[src/rtl/mc_control_unit_pkg.sv]
// Shared encodings for the multicycle MIPS control unit: state codes, opcodes,
// ALU operation selects and datapath mux encodings.
package mc_ctrl_pkg;

  typedef enum logic [3:0] {
    S_FETCH    = 4'd0,
    S_DECODE   = 4'd1,
    S_MEMADR   = 4'd2,
    S_MEMREAD  = 4'd3,
    S_MEMWB    = 4'd4,
    S_MEMWRITE = 4'd5,
    S_RTYPE    = 4'd6,
    S_RTYPE_WB = 4'd7,
    S_BRANCH   = 4'd8,
    S_JUMP     = 4'd9,
    S_ADDI_EX  = 4'd10,
    S_ADDI_WB  = 4'd11,
    S_EXCEPT   = 4'd12
  } state_t;

  localparam logic [5:0] OP_RTYPE = 6'h00;
  localparam logic [5:0] OP_LW    = 6'h23;
  localparam logic [5:0] OP_SW    = 6'h2B;
  localparam logic [5:0] OP_BEQ   = 6'h04;
  localparam logic [5:0] OP_J     = 6'h02;
  localparam logic [5:0] OP_ADDI  = 6'h08;

  localparam logic [2:0] ALU_ADD   = 3'b000;
  localparam logic [2:0] ALU_SUB   = 3'b001;
  localparam logic [2:0] ALU_FUNCT = 3'b010;

  localparam logic [1:0] SRCB_B       = 2'b00;
  localparam logic [1:0] SRCB_FOUR    = 2'b01;
  localparam logic [1:0] SRCB_IMM     = 2'b10;
  localparam logic [1:0] SRCB_IMM_SH2 = 2'b11;

  localparam logic [1:0] PCSRC_ALU    = 2'b00;
  localparam logic [1:0] PCSRC_ALUOUT = 2'b01;
  localparam logic [1:0] PCSRC_JUMP   = 2'b10;
  localparam logic [1:0] PCSRC_EXC    = 2'b11;

endpackage

[src/rtl/mc_control_unit.sv]
// Multicycle MIPS control FSM: decodes every datapath control line from the
// state register, with optional memory-ready stalls and an exception path.
module mc_control_unit
  import mc_ctrl_pkg::*;
#(
  parameter int MEM_WAIT = 1,
  parameter int EXC_EN   = 1,
  parameter int ALUOP_W  = 3
) (
  input  logic               Clk,
  input  logic               Reset,
  input  logic [5:0]         Op,
  input  logic               MemReady,
  output logic               PCWrite,
  output logic               PCWriteCond,
  output logic               IorD,
  output logic               MemRead,
  output logic               MemWrite,
  output logic               IRWrite,
  output logic               MemtoReg,
  output logic               RegDst,
  output logic               RegWrite,
  output logic               ALUSrcA,
  output logic [1:0]         ALUSrcB,
  output logic [ALUOP_W-1:0] ALUOp,
  output logic [1:0]         PCSource,
  output logic               EPCWrite,
  output logic               CauseWrite,
  output logic [3:0]         State
);

  logic [3:0] state_reg;
  logic [3:0] state_next;
  logic       rdy;

  assign rdy   = MemReady | (MEM_WAIT == 0);
  assign State = state_reg;

  always_ff @(posedge Clk or negedge Reset) begin
    if (!Reset) state_reg <= S_FETCH;
    else        state_reg <= state_next;
  end

  always_comb begin
    state_next = S_FETCH;
    case (state_reg)
      S_FETCH:    state_next = rdy ? S_DECODE : S_FETCH;
      S_DECODE: begin
        case (Op)
          OP_RTYPE:     state_next = S_RTYPE;
          OP_LW, OP_SW: state_next = S_MEMADR;
          OP_BEQ:       state_next = S_BRANCH;
          OP_J:         state_next = S_JUMP;
          OP_ADDI:      state_next = S_ADDI_EX;
          default:      state_next = (EXC_EN != 0) ? S_EXCEPT : S_FETCH;
        endcase
      end
      S_MEMADR:   state_next = (Op == OP_LW) ? S_MEMREAD : S_MEMWRITE;
      S_MEMREAD:  state_next = rdy ? S_MEMWB : S_MEMREAD;
      S_MEMWRITE: state_next = rdy ? S_FETCH : S_MEMWRITE;
      S_RTYPE:    state_next = S_RTYPE_WB;
      S_ADDI_EX:  state_next = S_ADDI_WB;
      default:    state_next = S_FETCH;
    endcase
  end

  always_comb begin
    PCWrite     = 1'b0;
    PCWriteCond = 1'b0;
    IorD        = 1'b0;
    MemRead     = 1'b0;
    MemWrite    = 1'b0;
    IRWrite     = 1'b0;
    MemtoReg    = 1'b0;
    RegDst      = 1'b0;
    RegWrite    = 1'b0;
    ALUSrcA     = 1'b0;
    ALUSrcB     = SRCB_B;
    ALUOp       = ALUOP_W'(ALU_ADD);
    PCSource    = PCSRC_ALU;
    EPCWrite    = 1'b0;
    CauseWrite  = 1'b0;
    case (state_reg)
      S_FETCH: begin
        // Instruction fetch and PC+4 commit only once memory has delivered.
        MemRead = 1'b1;
        ALUSrcB = SRCB_FOUR;
        IRWrite = rdy;
        PCWrite = rdy;
      end
      S_DECODE:   ALUSrcB = SRCB_IMM_SH2;
      S_MEMADR: begin
        ALUSrcA = 1'b1;
        ALUSrcB = SRCB_IMM;
      end
      S_MEMREAD: begin
        IorD    = 1'b1;
        MemRead = 1'b1;
      end
      S_MEMWB: begin
        RegWrite = 1'b1;
        MemtoReg = 1'b1;
      end
      S_MEMWRITE: begin
        IorD     = 1'b1;
        MemWrite = 1'b1;
      end
      S_RTYPE: begin
        ALUSrcA = 1'b1;
        ALUOp   = ALUOP_W'(ALU_FUNCT);
      end
      S_RTYPE_WB: begin
        RegWrite = 1'b1;
        RegDst   = 1'b1;
      end
      S_BRANCH: begin
        ALUSrcA     = 1'b1;
        ALUOp       = ALUOP_W'(ALU_SUB);
        PCWriteCond = 1'b1;
        PCSource    = PCSRC_ALUOUT;
      end
      S_JUMP: begin
        PCWrite  = 1'b1;
        PCSource = PCSRC_JUMP;
      end
      S_ADDI_EX: begin
        ALUSrcA = 1'b1;
        ALUSrcB = SRCB_IMM;
      end
      S_ADDI_WB:  RegWrite = 1'b1;
      S_EXCEPT: begin
        EPCWrite   = 1'b1;
        CauseWrite = 1'b1;
        PCWrite    = 1'b1;
        PCSource   = PCSRC_EXC;
      end
      default: ;
    endcase
  end

endmodule

[config.mk]
export PLATFORM = sky130hd
export DESIGN_NAME = mc_control_unit
export DESIGN_NICKNAME = d
export VERILOG_FILES = /design/src/rtl/mc_control_unit_pkg.sv /design/src/rtl/mc_control_unit.sv
export SDC_FILE = /design/constraint.sdc
export NUM_CORES = 1
export LEC_CHECK = 0
export ABC_CLOCK_PERIOD_IN_PS = 2300
export BUFFER_PORTS_ARGS = -buffer_cell sky130_fd_sc_hd__buf_4
export CELL_PAD_IN_SITES_DETAIL_PLACEMENT = 2
export CELL_PAD_IN_SITES_GLOBAL_PLACEMENT = 2
export CORE_ASPECT_RATIO = 0.6
export CORE_MARGIN = 5
export CORE_UTILIZATION = 23
export CTS_CLUSTER_SIZE = 28
export DETAILED_ROUTE_END_ITERATION = 6
export PLACE_DENSITY_LB_ADDON = 0.1
export SLEW_MARGIN = 20
export SYNTH_ARGS = -nofsm -noshare
export SYNTH_HDL_FRONTEND = slang
export SYNTH_SLANG_ARGS = --single-unit
[constraint.sdc]
create_clock -name Clk -period 2.3 [get_ports Clk]
set_input_delay 0 -clock Clk [delete_from_list [all_inputs] [get_ports Clk]]
set_output_delay 0 -clock Clk [all_outputs]
set_load 0.05 [all_outputs]
==> out/results.ini <==
[setup_path]
arrival_ps = 1770
r2r-end = State[2]
crit_type = flip-flop to primary output
startpoint_type = flip-flop
worst_setup_path_end_kind = primary output
rrSetupSlack_ps = 590
path_max_fanout = 19
startpoint = State[2]
cp.required_ps = 2300
r2r_cells = 5
r2r-start = State[1]

[clock_tree]
clockBufferDepth = 2
cts.clk_slew.worst_paths_ps = 30
cts_tree = done
cts_num_sinks = 4
cts_setup_buffers = 0
htree_num_levels = 1
clock-root-buffer = clkbuf_8
ctsResizeCount = 0
cts-buffers-inserted = 3
clk_latency_ps = 220

[finish]
final_nets = 115
final_cell_mix = buf_4 (31), nor2_1 (12), nand2b_1 (10)
synthToLayoutAreaGrowth_pct = 54.4
final_common_cell = buf_4
diodes = 0
design_area_um2 = 860
drive_above_1_share_pct = 40.4
stdcell_count = 134
utilization_pct = 38.6
largest_reg_flops = 4

[die]
core_um2 = 2230
initial_utilization_pct = 25.0
die_w_um = 73.5
ioPinCount = 32
dieHeight_um = 48.1
row_count = 13
dieArea_um2 = 3540

[synth]
synth_mux_area_share_pct = 0
postSynthAreaPerCell_um2 = 7.33
syn_area_um2 = 557
ys_warn_count = 0
syn-num-nets = 85
synth_top_family_by_area = simple AND/OR/NAND/NOR gates
synth_async_sr_flop_share_pct = 100
synth_edf_count = 0
yosys.area_share.simple_pct = 43.6
postSynthCellCount = 76
synth_compound_area_share_pct = 26.5
ys.flop_type = dfrtp_1
synthAdderAreaFrac_pct = 0
synth-xor-area-share_pct = 3.15
synth_cell_types = 33
ys_ff_latch = 4
yosysSeqAreaShare_pct = 18.0

[pwr]
switchingPower_uw = 842
p_seq_share_pct = 14.4
clkPwrFrac_pct = 10.8
total_power_mw = 1.36
power_density_nw_per_um2 = 1590
leakage_nw = 0.362
p_int_uw = 523
vdd_drop_max_v = 0.000684
swShare_pct = 61.7
pwr-share-comb_pct = 74.8

[sta]
tightest_slew_ps = 626
slew_viol_final = 0
finalHoldViolations = 0
fin_skew_ps = 4.57
hold_slack_ps = 110
rsz0062_at_grt = no
setup_tns_ps = 0
min_period_ps = 1770
fmax_ghz = 0.564
setup_viol = 0
relSlewSlack_pct = 58.2
setup_slack_ps = 528
fin_crit_sh_pct = 77.0

[route]
drt-initial-drc-count = 21
vias = 674
first_pass_iters = 4
wl_um = 2240
vias_per_cell = 5.03
wl_per_cell_um = 16.7
drcViolationCount = 0
ant_nets = 0

[place]
post-place-cells = 130
gp_congestion = 0.790
post-place-ws_ps = 628
io_buffers = 30
dpl_cell_area_um2 = 808
hpwl_um = 1700

[global_route]
grt.overflow.total = 0
grt_usage_pct = 13.8
grt_pass1_wl_um = 3610
grt_pass1_vias = 700
grt_max_degree = 20
antenna_found_initial = 0

[min_path]
holdCritPathClass = primary input to asynchronous set/reset pin

[run_status]
status = complete, no violations

[job]
drv_cap = 0

-- worst max-delay path, cell delays in order (launching register included) --
cell and delay (ps):
dfrtp_1 720, nand2b_1 290, o32ai_2 310, buf_4 240
-- area by class of cell --
cell class | count | area (um^2)
Clock buffer | 3 | 41.3
Sequential cell | 4 | 100
Multi-Input combinational cell | 65 | 438
Tap cell | 30 | 37.5
Fill cell | 265 | 1370
Timing Repair Buffer | 32 | 243
-- cells by family after synthesis --
family,count (synthesis)
AND/OR/NAND/NOR,43
other,1
AO/OA/AOI/OAI,19
buffers and inverters,7
flip-flops,4
XOR/XNOR,2
-- power groups by stage --
stage          Clock, mW  Sequential, mW  Combinational (mW)
6_report           0.147           0.196                1.02
3_3_place_gp           0           0.193                1.02
2_1_floorplan          0           0.200               0.742
4_1_cts            0.150           0.195                1.03
3_5_place_dp           0           0.192                1.03
5_1_grt            0.164           0.206                1.08
-- synthesized netlist by cell type, types with 2 or more instances --
cell type / number / area share (%)
o32ai_1: 2 / 3.1
o21ai_0: 2 / 1.8
xnor2_1: 2 / 3.1
nor4b_1: 2 / 3.1
a211oi_1: 2 / 2.7
buf_4: 5 / 6.7
nor3_1: 4 / 3.6
and2_1: 2 / 2.2
nor2b_1: 2 / 2.2
clkbuf_1: 2 / 1.3
nand2_1: 2 / 1.3
nand2b_1: 10 / 11
a21oi_1: 3 / 2.7
dfrtp_1: 4 / 18
nor2_1: 13 / 8.8
nand4b_1: 2 / 3.1
-- repair_timing --
action / 4_1_cts / 5_1_grt
endpoints found under the hold margin: 4 / 0
hold buffers: 1 / 0
setup endpoints to repair: 0 / 0
-- worst max-delay path by stage --
stage | to | slack (ps) | cells past startpoint
after detailed placement | State[2] | 630 | 5
after CTS | RegWrite | 510 | 3
after global placement | State[2] | 690 | 5
after floorplan | PCSource[1] | 40 | 3
after global routing | RegWrite | 370 | 3
final | RegWrite | 530 | 3
-- layer usage --
layer	vias up	routed length (um)	track usage (%)
met1	315	1150	19.2
met2	19	922	19.9
met4	0	29	6.50
met5	-	0	0
met3	5	138	3.91
li1	335	-	-
No activity file was read; power rests on OpenSTA's default activity.
